**src/rtl/inst_buffer.sv**
```systemverilog
// inst_buffer: three-wide instruction queue between fetch and decode.
// Accepts up to three fetched instructions per cycle, presents the oldest
// three to decode, and re-presents ways held back by the hazard rollback count.
module inst_buffer #(
    parameter int unsigned DEPTH = 8,
    parameter int unsigned XLEN  = 32
) (
    input  logic                       clock,
    input  logic                       reset,
    input  logic [2:0]                 if_valid,
    input  logic [3*XLEN-1:0]          if_pc,
    input  logic [3*XLEN-1:0]          if_inst,
    output logic                       if_ready,
    input  logic                       flush,
    input  logic [1:0]                 rollback,
    output logic [2:0]                 id_valid,
    output logic [3*XLEN-1:0]          id_pc,
    output logic [3*XLEN-1:0]          id_inst,
    output logic [2:0]                 id_issued,
    output logic [$clog2(DEPTH+1)-1:0] count
);

    localparam int unsigned PTR_W = $clog2(DEPTH);
    localparam int unsigned CNT_W = $clog2(DEPTH + 1);

    logic [XLEN-1:0]  mem_pc   [DEPTH];
    logic [XLEN-1:0]  mem_inst [DEPTH];

    logic [PTR_W-1:0] head_q, head_d;
    logic [PTR_W-1:0] tail_q, tail_d;
    logic [CNT_W-1:0] count_q, count_d;

    logic [1:0]       limit;
    logic [1:0]       push;
    logic [1:0]       pop;
    logic [2:0]       wr_en;
    logic [PTR_W-1:0] rd_ptr;

    function automatic logic [1:0] popcnt3(input logic [2:0] v);
        return 2'(v[0]) + 2'(v[1]) + 2'(v[2]);
    endfunction

    // Ready depends only on registered occupancy so push never waits on pop.
    assign if_ready = (count_q <= CNT_W'(DEPTH - 3));
    assign count    = count_q;
    assign limit    = 2'd3 - rollback;

    // Present the oldest three entries and derive which ways are consumed.
    always_comb begin
        id_valid  = '0;
        id_pc     = '0;
        id_inst   = '0;
        id_issued = '0;
        rd_ptr    = '0;
        for (int i = 0; i < 3; i++) begin
            if (count_q > CNT_W'(i)) begin
                id_valid[i]              = 1'b1;
                rd_ptr                   = head_q + PTR_W'(i);
                id_pc[i*XLEN +: XLEN]    = mem_pc[rd_ptr];
                id_inst[i*XLEN +: XLEN]  = mem_inst[rd_ptr];
            end
            // Rollback holds the youngest presented ways; flush kills all issue.
            if (id_valid[i] && !flush && (2'(i) < limit)) begin
                id_issued[i] = 1'b1;
            end
        end
    end

    // Pointer and occupancy next state; flush wins over push and pop.
    always_comb begin
        push    = if_ready ? popcnt3(if_valid) : 2'd0;
        pop     = popcnt3(id_issued);
        wr_en   = (if_ready && !flush) ? if_valid : 3'b000;
        head_d  = head_q + PTR_W'(pop);
        tail_d  = tail_q + PTR_W'(push);
        count_d = count_q + CNT_W'(push) - CNT_W'(pop);
        if (flush) begin
            head_d  = '0;
            tail_d  = '0;
            count_d = '0;
        end
    end

    // State registers.
    always_ff @(posedge clock or negedge reset) begin
        if (!reset) begin
            head_q  <= '0;
            tail_q  <= '0;
            count_q <= '0;
        end else begin
            head_q  <= head_d;
            tail_q  <= tail_d;
            count_q <= count_d;
        end
    end

    // Entry storage; stale contents are masked by count, so no reset is needed.
    always_ff @(posedge clock) begin
        for (int j = 0; j < 3; j++) begin
            if (wr_en[j]) begin
                mem_pc[tail_q + PTR_W'(j)]   <= if_pc[j*XLEN +: XLEN];
                mem_inst[tail_q + PTR_W'(j)] <= if_inst[j*XLEN +: XLEN];
            end
        end
    end

endmodule
```
**config.mk**
```make
export PLATFORM = sky130hd
export DESIGN_NAME = inst_buffer
export DESIGN_NICKNAME = d
export VERILOG_FILES = /design/src/rtl/inst_buffer.sv
export SDC_FILE = /design/constraint.sdc
export NUM_CORES = 2
export LEC_CHECK = 0
export ABC_CLOCK_PERIOD_IN_PS = 27800
export CORE_MARGIN = 1
export CORE_UTILIZATION = 30
export CTS_CLUSTER_SIZE = 10
export DETAILED_ROUTE_END_ITERATION = 12
export GPL_TIMING_DRIVEN = 0
export HOLD_SLACK_MARGIN = 0.05
export PLACE_DENSITY = 0.56
export SKIP_CTS_REPAIR_TIMING = 1
export SYNTH_ARGS = -nofsm -noshare
export SYNTH_HDL_FRONTEND = slang
export SYNTH_SLANG_ARGS = --single-unit
```
**constraint.sdc**
```tcl
create_clock -name clock -period 27.8 [get_ports clock]
set_input_delay 5.56 -clock clock [delete_from_list [all_inputs] [get_ports clock]]
set_output_delay 5.56 -clock clock [all_outputs]
set_load 0.02 [all_outputs]
```
==> impl_metrics.json <==
{
  "grt_usage": 0.305,
  "drtIter0Drc": 6733,
  "power_density_nw_per_um2": 113,
  "hold_viol_final": 0,
  "clk_pin_slew_ps": 60,
  "switching_share": 0.459,
  "nNetsFinal": 4654,
  "final_design_area_no_fill_sq_um": 46200,
  "worstPathCellList": "clkdlybuf4s50_1, clkbuf_1, nor4_1, clkdlybuf4s50_1",
  "tns_ps": 0,
  "fillCellCount": 12948,
  "mostFrequentLayoutCells": "nand2_1, nor2_1, a31oi_1, edfxtp_1, mux4_2",
  "drv_slew": 11,
  "drv_cap": 2,
  "power.leakage_nw": 15.8,
  "antenna_left": 0,
  "clkLatencyLatePin_ps": 660,
  "violations": "capacitance limit, slew limit",
  "final_core_util": 0.357,
  "gp_congestion": 0.957,
  "ys_ff_latch": 522,
  "start_util": 0.302,
  "grt_overflow_total": 0,
  "synthToLayoutAreaGrowth_pct": 18.2,
  "yosys_warnings": 0,
  "max_slew.worst_pin.slew_ps": 1560,
  "numPortBuffers": 210,
  "drt-vias-per-instance": 6.27,
  "synth_nets": 4281,
  "fp.dieH_um": 363,
  "die-area_sq_um": 132000,
  "clock-sinks": 522,
  "crit_arrival_ps": 7690,
  "numCtsBuffers": 66,
  "postSynthAreaPerCell_sq_um": 9.61,
  "clkPwrFrac": 0.158,
  "internal-power_w": 0.00282,
  "fin_skew_ps": 28.2,
  "seq_power_share": 0.221,
  "syn_inst": 4065,
  "io_pins": 403,
  "dp_hpwl_um": 148000,
  "wl_um": 209000,
  "cp-start-kind": "input pin",
  "required_ps": 22240,
  "grt_pass1_vias": 36224,
  "dr.pass1.iters": 7,
  "die_w_um": 363,
  "finalHoldWorstSlack_ps": 739,
  "postPlaceCellArea_sq_um": 44200,
  "outcome": "finished with violations",
  "rsz0062_at_grt": "no",
  "drive_gt1_frac": 0.165,
  "core-area_sq_um": 129000,
  "antenna_found_initial": 69,
  "wl_per_cell_um": 33.4,
  "root_buffer": "clkbuf_16",
  "setup_viol": 0,
  "combPwrFrac": 0.621,
  "worstPathMaxFanout": 10,
  "layout_min_cycle_time_ps": 13250,
  "critPathKind": "input pin to output port",
  "synth_area_sq_um": 39100,
  "path_buf_inv": 3,
  "timing.fmax_mhz": 75.5,
  "path_delay_family": "buffers and inverters",
  "seq_area_frac_synth": 0.400,
  "crit_top_cell": "clkdlybuf4s50_1",
  "period_share": 0.477,
  "crit_slowest_cell": "clkdlybuf4s50_1",
  "switching_power_w": 0.00239,
  "end_kind": "output port",
  "slew_headroom": -0.0377,
  "clock_path_buffers": 3,
  "final_cells": 6248,
  "vias": 39166,
  "htreeDepth": 3,
  "synth.distinct_cells": 40,
  "tritoncts": "yes",
  "row_count": 132,
  "drc": 0,
  "vdd_drop_max_mv": 0.0585,
  "grt_max_degree": 12,
  "grt_pass1_wl_um": 282000,
  "max_stage_delay_ps": 730,
  "hold_class": "register to register",
  "final_common_cell": "nand2_1",
  "dp_cells": 6112
}
through the flow:
stage	setup WS, ps	power (W)
after floorplan	13280	0.00297
after global placement	906	0.00433
after detailed placement	14550	0.00434
after CTS	14550	0.00514
after global routing	14430	0.00533
final	14550	0.00522
layer usage:
layer  routed length (um)  global-route usage  part of all wire
met1                71000               0.367              0.34
met2                90400               0.459              0.43
met3                34000               0.128              0.16
met4                13000               0.170             0.062
met5                  470             0.00296            0.0022
synth_stat cells (all sizes together):
library cell | number | area share
nor3b | 1 | 0.00019
nand3b | 2 | 0.00038
a211oi | 1 | 0.00019
a21oi | 66 | 0.0085
ha | 10 | 0.0032
nor3 | 1 | 0.00013
nand3 | 1 | 0.00013
inv | 13 | 0.0012
fa | 6 | 0.0031
dfrtp | 10 | 0.0064
o311ai | 2 | 0.00045
nor4 | 9 | 0.0045
and2 | 2 | 0.00032
a21o | 2 | 0.00038
nor2b | 10 | 0.0016
nand2 | 1155 | 0.11
o211ai | 6 | 0.0012
and3b | 2 | 0.00045
nand2b | 3 | 0.00048
buf | 160 | 0.017
nor2 | 647 | 0.062
mux2i | 128 | 0.033
and3 | 1 | 0.00016
xor2 | 2 | 0.00064
a21boi | 2 | 0.00038
a31oi | 512 | 0.082
clkbuf | 389 | 0.041
or4 | 1 | 0.00019
xnor2 | 6 | 0.0015
nand4 | 17 | 0.0027
edfxtp | 512 | 0.39
mux4 | 384 | 0.22
a21bo | 1 | 0.00026
or3b | 1 | 0.00022
cell type report:
| class | count | area (sq um) | share of cell area |
|---|---|---|---|
| Antenna cell | 33 | 82.6 | 0.00179 |
| Timing Repair Buffer | 305 | 2920 | 0.0633 |
| Clock buffer | 86 | 1770 | 0.0383 |
| Inverter | 13 | 48.8 | 0.00106 |
| Clock inverter | 17 | 140 | 0.00303 |
| Tap cell | 1742 | 2180 | 0.0472 |
| Buffer | 549 | 2270 | 0.0491 |
| Multi-Input combinational cell | 2981 | 21100 | 0.458 |
| Sequential cell | 522 | 15600 | 0.338 |
worst paths after layout:
path	startpoint	cells after the start	to	slack, ps
worst min-delay path	head_q[0]	2	head_q[0]	740
worst max register to register	count[3]	13	mem_inst[3][24]	22690
worst max-delay path	flush	4	id_issued[2]	14550
min in group asynchronous	reset	1	count[3]	5270
worst min register to register	head_q[0]	2	head_q[0]	740
max in group asynchronous	reset	1	count[0]	22190
flip-flops by register name, summed over array words and instances (netlist names):
register / count
mem_inst: 256
mem_pc: 256
count: 4
head_q: 3
tail_q: 3
worst reg2reg max path, delay by kind of cell (launching register included):
| family | cells | cell delay, ps |
|---|---|---|
| fa+ha+maj | 1 | 240 |
| buf+inv | 9 | 3260 |
| simple gates | 1 | 200 |
| compound gates | 2 | 740 |
| flops | 1 | 400 |
cells by family (layout without fill, tap and decap cells):
kind of cell,after synthesis,in the layout,share of synthesized area
AND/OR/NAND/NOR,1853,1853,0.185
AO/OA/AOI/OAI,592,592,0.0933
buffers and inverters,562,970,0.0593
flip-flops,522,522,0.400
multiplexers,512,512,0.254
adder cells (fa/ha/maj),16,16,0.00628
XOR/XNOR,8,8,0.00218
other,0,33,0
power by group through the flow:
| stage | combinational (W) | sequential [W] | clock [W] |
|---|---|---|---|
| CTS | 0.00319 | 0.00115 | 0.000809 |
| floorplan | 0.00182 | 0.00115 | 0 |
| global placement | 0.00310 | 0.00123 | 0 |
| finish | 0.00324 | 0.00115 | 0.000822 |
| detailed placement | 0.00318 | 0.00116 | 0 |
| global route | 0.00334 | 0.00116 | 0.000834 |
Power figures use the tool's default switching activity.
